==> src/rtl/gmii_rx_framer_pkg.sv <==
// Shared definitions for the GMII receive framer and the CRC-32 datapath.
package gmii_rx_framer_pkg;

  typedef enum logic [1:0] {
    ST_DROP     = 2'd0,
    ST_IDLE     = 2'd1,
    ST_PREAMBLE = 2'd2,
    ST_DATA     = 2'd3
  } rx_state_e;

  localparam logic [31:0] CRC_RESIDUE   = 32'hDEBB20E3;
  localparam logic [31:0] CRC_INIT      = 32'hFFFFFFFF;
  localparam logic [31:0] CRC_POLY      = 32'hEDB88320;
  localparam logic [7:0]  SFD           = 8'hD5;
  localparam logic [7:0]  PREAMBLE_BYTE = 8'h55;

  localparam int unsigned LEN_W     = 11;
  localparam int unsigned DLY_DEPTH = 4;
  localparam logic [LEN_W-1:0] LEN_SAT = '1;

endpackage

==> src/rtl/crc32_d8.sv <==
// Byte-wide reflected IEEE 802.3 CRC-32 next-state function (no init, no final inversion).
module crc32_d8
  import gmii_rx_framer_pkg::*;
(
  input  logic [31:0] i_crc,
  input  logic [7:0]  i_data,
  output logic [31:0] o_crc
);

  logic [31:0] w_c;

  // LSB-first: fold the byte into the low bits, then shift out 8 bits.
  always_comb begin
    w_c = i_crc ^ {24'h0, i_data};
    for (int i = 0; i < 8; i++) begin
      w_c = w_c[0] ? ((w_c >> 1) ^ CRC_POLY) : (w_c >> 1);
    end
    o_crc = w_c;
  end

endmodule

==> src/rtl/gmii_rx_framer.sv <==
// GMII receive framer: strips preamble/SFD and FCS, checks CRC and length, counts frames.
module gmii_rx_framer
  import gmii_rx_framer_pkg::*;
#(
  parameter int unsigned MIN_LEN = 64,
  parameter int unsigned MAX_LEN = 1518
) (
  input  logic        clock,
  input  logic        reset_n,
  input  logic        rx_dv,
  input  logic [7:0]  rx_data,
  output logic        out_valid,
  output logic [7:0]  out_data,
  output logic        out_sof,
  output logic        out_end,
  output logic        out_crc_ok,
  output logic        out_len_err,
  output logic [15:0] good_cnt,
  output logic [15:0] bad_cnt
);

  rx_state_e                       r_state, w_state;
  logic [31:0]                     r_crc, w_crc, w_crc_nxt;
  logic [LEN_W-1:0]                r_len, w_len;
  logic [DLY_DEPTH-1:0][7:0]       r_dly, w_dly;
  logic                            w_valid, w_sof, w_end, w_crc_ok, w_len_err;
  logic [7:0]                      w_data;
  logic [15:0]                     w_good, w_bad;
  logic                            w_len_bad, w_frame_ok;

  crc32_d8 u_crc (
    .i_crc  (r_crc),
    .i_data (rx_data),
    .o_crc  (w_crc_nxt)
  );

  // State, datapath and output registers.
  always_ff @(posedge clock or negedge reset_n) begin
    if (!reset_n) begin
      r_state     <= ST_DROP;
      r_crc       <= '0;
      r_len       <= '0;
      r_dly       <= '0;
      out_valid   <= 1'b0;
      out_data    <= '0;
      out_sof     <= 1'b0;
      out_end     <= 1'b0;
      out_crc_ok  <= 1'b0;
      out_len_err <= 1'b0;
      good_cnt    <= '0;
      bad_cnt     <= '0;
    end else begin
      r_state     <= w_state;
      r_crc       <= w_crc;
      r_len       <= w_len;
      r_dly       <= w_dly;
      out_valid   <= w_valid;
      out_data    <= w_data;
      out_sof     <= w_sof;
      out_end     <= w_end;
      out_crc_ok  <= w_crc_ok;
      out_len_err <= w_len_err;
      good_cnt    <= w_good;
      bad_cnt     <= w_bad;
    end
  end

  // Next-state and next-output logic.
  always_comb begin
    w_state    = r_state;
    w_crc      = r_crc;
    w_len      = r_len;
    w_dly      = r_dly;
    w_valid    = 1'b0;
    w_data     = out_data;
    w_sof      = 1'b0;
    w_end      = 1'b0;
    w_crc_ok   = 1'b0;
    w_len_err  = 1'b0;
    w_good     = good_cnt;
    w_bad      = bad_cnt;
    w_len_bad  = (32'(r_len) < MIN_LEN) || (32'(r_len) > MAX_LEN);
    w_frame_ok = (r_crc == CRC_RESIDUE) && !w_len_bad;

    case (r_state)
      ST_DROP: begin
        if (!rx_dv) w_state = ST_IDLE;
      end
      ST_IDLE, ST_PREAMBLE: begin
        if (!rx_dv) begin
          w_state = ST_IDLE;
        end else if (rx_data == PREAMBLE_BYTE) begin
          w_state = ST_PREAMBLE;
        end else if (rx_data == SFD) begin
          w_state = ST_DATA;
          w_crc   = CRC_INIT;
          w_len   = '0;
          w_dly   = '0;
        end else begin
          w_state = ST_DROP;
        end
      end
      ST_DATA: begin
        if (rx_dv) begin
          w_crc = w_crc_nxt;
          w_len = (r_len == LEN_SAT) ? r_len : r_len + LEN_W'(1);
          w_dly = {r_dly[DLY_DEPTH-2:0], rx_data};
          // The oldest delay-line byte is released only once four newer bytes exist,
          // so the trailing FCS never leaves the delay line.
          if (r_len >= LEN_W'(DLY_DEPTH)) begin
            w_valid = 1'b1;
            w_data  = r_dly[DLY_DEPTH-1];
            w_sof   = (r_len == LEN_W'(DLY_DEPTH));
          end
        end else begin
          w_end     = 1'b1;
          w_crc_ok  = (r_crc == CRC_RESIDUE);
          w_len_err = w_len_bad;
          if (w_frame_ok) w_good = good_cnt + 16'd1;
          else            w_bad  = bad_cnt + 16'd1;
          w_state = ST_IDLE;
        end
      end
      default: w_state = ST_DROP;
    endcase
  end

endmodule

==> config.mk <==
export PLATFORM = sky130hd
export DESIGN_NAME = gmii_rx_framer
export DESIGN_NICKNAME = d
export VERILOG_FILES = /design/src/rtl/gmii_rx_framer_pkg.sv /design/src/rtl/crc32_d8.sv /design/src/rtl/gmii_rx_framer.sv
export SDC_FILE = /design/constraint.sdc
export NUM_CORES = 1
export LEC_CHECK = 0
export ABC_AREA = 1
export BUFFER_PORTS_ARGS = -buffer_cell sky130_fd_sc_hd__buf_2
export CAP_MARGIN = 30
export CORE_UTILIZATION = 45
export DETAILED_ROUTE_END_ITERATION = 12
export PLACE_DENSITY = 0.62
export SLEW_MARGIN = 5
export SYNTH_ARGS = -nofsm -noshare
export SYNTH_HDL_FRONTEND = slang
export SYNTH_SLANG_ARGS = --single-unit
==> constraint.sdc <==
create_clock -name clock -period 3.2 [get_ports clock]
set_clock_uncertainty 0.05 [all_clocks]
set_input_delay 0.32 -clock clock [delete_from_list [all_inputs] [get_ports clock]]
set_output_delay 0.32 -clock clock [all_outputs]
set_load 0.02 [all_outputs]
==> results of run 1 <==
==> logic make-up (layout without fill, tap and decap cells) <==
| kind of cell | count (synthesis) | after routing | share of synthesized area, % |
|---|---|---|---|
| buffers and inverters | 151 | 219 | 9.25 |
| and+or+nand+nor | 470 | 470 | 30.1 |
| adders and majority gates | 4 | 4 | 0.713 |
| DFF | 122 | 122 | 43.5 |
| AOI/OAI and AO/OA | 84 | 84 | 8.06 |
| xor gates and xnor gates | 66 | 66 | 8.34 |
==> layer usage <==
layer  share of wire, %  up-vias
met5                  0        -
met1                 48     2743
li1                   -     2987
met4                2.0        0
met3                3.9       25
met2                 46      134
==> final timing paths <==
check	startpoint	to	depth (start not counted)
max in group asynchronous	reset_n	good_cnt[7]	3
min in group asynchronous	reset_n	out_data[3]	2
max	r_state[1]	r_dly[10]	7
min reg2reg	out_data[0]	out_data[0]	2
min	rx_dv	out_valid	3
max reg2reg	r_state[1]	r_dly[10]	7
==> cell type report <==
type | count | area (um^2) | area share [%]
clock buffer | 18 | 439 | 5.47
clock inverter | 14 | 170 | 2.12
inverter | 125 | 469 | 5.84
multi-input combinational | 624 | 3320 | 41.3
sequential | 122 | 3050 | 38.0
tap | 188 | 235 | 2.93
timing repair buffer | 62 | 345 | 4.30
==> registers in the layout, summed over array words and instances, names as in the netlist <==
signal	count
out_len_err	1
out_crc_ok	1
r_state	2
r_len	11
out_end	1
r_crc	32
bad_cnt	16
r_dly	32
good_cnt	16
out_valid	1
out_data	8
out_sof	1
==> synthesized netlist by cell type (2+ instances only) <==
master    count  share of area, %
a21oi_1      10              0.71
a22oi_1       7              0.75
buf_2         8              0.57
buf_4         7              0.75
buf_6         6              0.96
clkbuf_1      4              0.21
dfrtp_1     122                43
ha_1          4              0.71
inv_1       119               6.4
inv_2         6              0.32
nand2_1     270                14
nand2_2       9              0.80
nand2_4       2              0.32
nand3_1      82               5.8
nand3_2       2              0.29
nand3b_1      6              0.64
nand4_1      19               1.7
nor2_1       46               2.5
nor2_2        2              0.18
nor2_4        2              0.32
nor3_1       16               1.1
nor3_2        3              0.43
nor4_1        2              0.18
o211ai_1      2              0.21
o21ai_0      23               1.6
o21ai_1       6              0.43
o21bai_1      2              0.21
o22ai_1      22               2.0
o22ai_2      10               1.8
or2_2         3              0.27
xnor2_1      24               3.0
xor2_1       41               5.1
==> worst min-delay path, stage by stage <==
cell and delay (ns):
buf_2 0.13, nand2_1 0.07, nor2_1 0.06
==> power groups by stage <==
stage | clock network, mW | registers (mW) | logic [mW]
2_1_floorplan | 0 | 1.67 | 0.247
3_3_place_gp | 0 | 1.66 | 0.357
6_report | 1.99 | 1.64 | 0.362
4_1_cts | 2.02 | 1.64 | 0.364
5_1_grt | 2.08 | 1.64 | 0.412
3_5_place_dp | 0 | 1.67 | 0.360
==> metrics by stage <==
step	cell area [um^2]	power, mW	cells	setup WS (ns)
2_1_floorplan	7020	1.91	897	1.45
3_3_place_gp	7410	2.02	1120	1.02
3_5_place_dp	7410	2.03	1120	0.986
4_1_cts	8030	4.02	1153	1.05
5_1_grt	8030	4.14	1153	0.858
6_report	8030	3.99	1153	1.05
==> results.yml, run 1 <==
logic_synthesis:
  synth_seq_cells: 122
  yosysWarningCount: 0
  synth_edf_count: 0
  ys_async_sr_fraction_pct: 100
  syn_inst: 897
  yosysUniqueCellTypes: 42
  seq_area_frac_synth_pct: 43.5
  syn_nets: 912
  synth.avg_cell_area_um2: 7.83
  ys.flop_type: "dfrtp_1"
  synth_area_um2: 7020
clocking:
  clkTransAtPathRegs_ns: 0.06
  ctsLongestPathBuffers: 2
  cts_tree: "done"
  cts_made_buffers: 17
  clock_sinks: 122
  cts_root_buffer: "clkbuf_16"
  hold_buffers: 1
  ctsResizeCount: 0
  worstSkewPairLatency_ns: 0.43
  htree_levels: 4
  post-cts-setup-buffers: 0
power:
  p_seq_share_pct: 41.1
  switching_power_mw: 1.01
  p_leak_nw: 4.08
  p_int_mw: 2.98
  ir_worst_vdd_mv: 0.439
  switching_share_pct: 25.3
  combPwrFrac_pct: 9.1
  clkPwrFrac_pct: 49.9
  power.density_nw_per_um2: 497
timing:
  rsz0062_at_grt: "false"
  fmax_mhz: 466
  slew_violations: 0
  fin_tns_setup_ns: 0
  holdWs_ns: 0.151
  tightest_slew_ns: 0.644
  slew_headroom_pct: 57.0
  setup_viol: 0
  post-route-min-period_ns: 2.15
  min_period_over_period_pct: 67.1
  hold_viol_final: 0
floorplanning:
  rows: 45
  num_io_pins: 56
  die_w_um: 127
  dieArea_um2: 16100
  die_height_um: 127
  initial_core_util_pct: 46.2
  core-area_um2: 15200
route:
  drc: 0
  drt_iter0_drc: 436
  drt-total-wl_um: 16200
  drtPass1Iterations: 5
  ant_nets: 0
  dr_total_vias: 5889
  wl_per_cell_um: 14.0
  vias_per_cell: 5.11
final_layout:
  fill_cells: 1471
  drive_above_1_share_pct: 14.3
  final_cell_mix: "nand2_1, dfrtp_1, inv_1, nand3_1, buf_2"
  layout_commonest_cell: "nand2_1"
  syn2layout_area_growth_pct: 14.4
  final_nets: 967
  n_antenna_cell: 0
  post-route-util_pct: 52.8
global_route:
  busiest_layer: "met2"
  use_met1_pct: 29.3
  grtUsageTotal_pct: 21.6
  grt_max_degree: 79
  globalRouteMet2Util_pct: 34.0
  grt-ovfl-total: 0
  grtUsageMet3_pct: 4.18
  grt_pass1_vias: 5475
  antenna_found_initial: 0
  grt_pass1_wl_um: 27300
critical_path:
  slowest_stage: "dfrtp_1"
  cp-start-kind: "register"
  ff2ff_setup_slack_ns: 1.05
  slowest_delay_ns: 0.40
  critPathArrivalTime_ns: 2.38
  crit_buf_inv: 1
  cp_max_fo: 32
  crit_family: "simple AND/OR/NAND/NOR gates"
  crit_chain: "ha_1, nor2_1, nand2_1, nand2_4, nand2_2, buf_4, o22ai_1"
  criticalPathCategory: "reg -> reg"
  cp.required_ns: 3.43
  end_kind: "register"
place:
  port_buffers: 55
  gp_congestion: 0.853
  dpl.hpwl_um: 11300
run_status:
  status: "finished clean"
worst_hold_path:
  hold_class: "in -> reg"
job:
  cap_violations: 0
Note: power is estimated with default switching activity, not from simulation.
==> run 2: changes to the inputs <==
- clock period: 3.2 -> 2.1 ns (I/O delays scaled with it)
==> run 2 against run 1 <==
Compared with the run above:
- first-iteration DRC count decreased by 31%
- largest cell class unchanged
- critical path type unchanged
- non-clock buffer count up 22
- via count up 0.73%
- sequential cell count unchanged
- final cell count grew 1.9%
==> results.yml, run 2 (synthesis gave the netlist of run 1 again) <==
power:
  ir_worst_vdd_mv: 0.593
  p_leak_nw: 4.19
  power.density_nw_per_um2: 742
place:
  port_buffers: 55
  dpl.hpwl_um: 11900
  gp_congestion: 0.874
timing:
  hold_viol_final: 0
  rsz0062_at_grt: "false"
  slew_violations: 0
  setup_viol: 0
  tightest_slew_ns: 0.634
  post-route-min-period_ns: 1.92
  min_period_over_period_pct: 91.6
  slew_headroom_pct: 57.7
  fmax_mhz: 520
  fin_tns_setup_ns: 0
clocking:
  cts_tree: "done"
  htree_levels: 4
  clkTransAtPathRegs_ns: 0.06
  ctsLongestPathBuffers: 2
  post-cts-setup-buffers: 0
  worstSkewPairLatency_ns: 0.42
  clock_sinks: 122
  cts_made_buffers: 17
  cts_root_buffer: "clkbuf_16"
worst_hold_path:
  min_from: "rx_dv"
  min_to: "out_sof"
  hold_class: "in -> reg"
  hold_depth: 3
final_layout:
  syn2layout_area_growth_pct: 17.5
  final_nets: 989
  post-route-util_pct: 54.3
  n_antenna_cell: 0
  drive_above_1_share_pct: 16.3
  final_cell_mix: "nand2_1, dfrtp_1, inv_1, nand3_1, buf_2"
  layout_commonest_cell: "nand2_1"
  top_regs: "r_crc (32), r_dly (32)"
global_route:
  grt_max_degree: 47
  grtUsageTotal_pct: 22.4
  grt_pass1_wl_um: 28200
  antenna_found_initial: 0
  grt-ovfl-total: 0
  grt_pass1_vias: 5754
route:
  drt_iter0_drc: 303
  vias_per_cell: 5.05
  ant_nets: 0
  drtPass1Iterations: 4
  dr_total_vias: 5932
  drt-total-wl_um: 16400
  wl_per_cell_um: 14.0
  drc: 0
critical_path:
  end_kind: "register"
  r2r-end: "r_dly[18]"
  cp_max_fo: 23
  crit_chain: "ha_2, nand2_1, inv_1, nand3_2, nand2_4, nand2_2, buf_12, o22ai_1"
  cp.required_ns: 2.38
  critPathArrivalTime_ns: 2.21
  ff2ff_setup_slack_ns: 0.18
  criticalPathCategory: "reg -> reg"
  slowest_delay_ns: 0.39
  ff2ff_path_depth: 8
  slowest_stage: "dfrtp_1"
  cp-start-kind: "register"
  regToRegStartpoint: "r_state[0]"
floorplanning:
  dieArea_um2: 16100
  die_height_um: 127
  core-area_um2: 15200
  die_w_um: 127
  num_io_pins: 56
  rows: 45
  initial_core_util_pct: 46.2
job:
  cap_violations: 0
run_status:
  status: "finished clean"
## run 2: cell count changes in the layout (fill, tap and decap cells not counted)
cell,previous run,this run
buf_12,1,4
buf_4,6,24
buf_6,0,1
clkbuf_8,1,2
clkinv_2,4,1
clkinv_4,3,2
clkinvlp_4,1,5
ha_1,4,3
ha_2,0,1
inv_6,3,2
## run 2: final cells by class
class | count | area [um^2]
fillers | 1431 | 6950
multi-input cells | 624 | 3320
flip-flops and latches | 122 | 3050
repair buffers | 84 | 552
inverters | 125 | 469
clock buffers | 19 | 453
well taps | 188 | 235
clock inverters | 13 | 168
## run 2: worst max-delay path: cells and delay by family (launching register included)
family          cells  cell delay [ns]
buf+inv             2             0.34
flops               1             0.39
compound gates      1             0.14
fa+ha+maj           1             0.34
simple gates        4             0.56
## run 2: metal layers
metal	part of all wire, %	wire, um	global-route usage, %
met5	0	0	0
met3	3.2	520	3.96
met2	47	7640	36.3
met4	1.3	217	8.12
met1	49	8040	30.0
## run 2: worst max path at each step
stage | from | end | cells after the start
floorplan | good_cnt[0] | good_cnt[10] | 8
global route | r_state[1] | r_dly[9] | 8
detailed placement | r_state[0] | good_cnt[3] | 8
finish | r_state[0] | r_dly[18] | 8
global placement | r_state[1] | good_cnt[10] | 8
CTS | r_state[0] | r_dly[18] | 8
## run 2: power breakdown
group          total, mW  switching (mW)  internal [mW]
clock network       3.05            1.11           1.93
registers           2.50          0.0501           2.45
logic              0.580           0.368          0.212
## run 2: metrics by stage
stage | worst slack, ns | std cells | total power, mW | area (um^2) | hold WS, ns
after detailed placement | 0.199 | 1142 | 3.11 | 7610 | 0.215
after global placement | 0.192 | 1142 | 3.10 | 7610 | 0.220
after global routing | 0.0264 | 1175 | 6.37 | 8250 | 0.0659
after floorplan | 0.354 | 897 | 2.92 | 7020 | -0.136
after CTS | 0.167 | 1175 | 6.19 | 8240 | 0.0475
final | 0.175 | 1175 | 6.12 | 8250 | 0.0591
## run 2: repair_timing
| item | in CTS | in global routing |
|---|---|---|
| endpoints found under the setup margin | 0 | 1 |
| hold buffers | 1 | 0 |
| resized for setup | 0 | 2 |
| hold endpoints to repair | 42 | 0 |
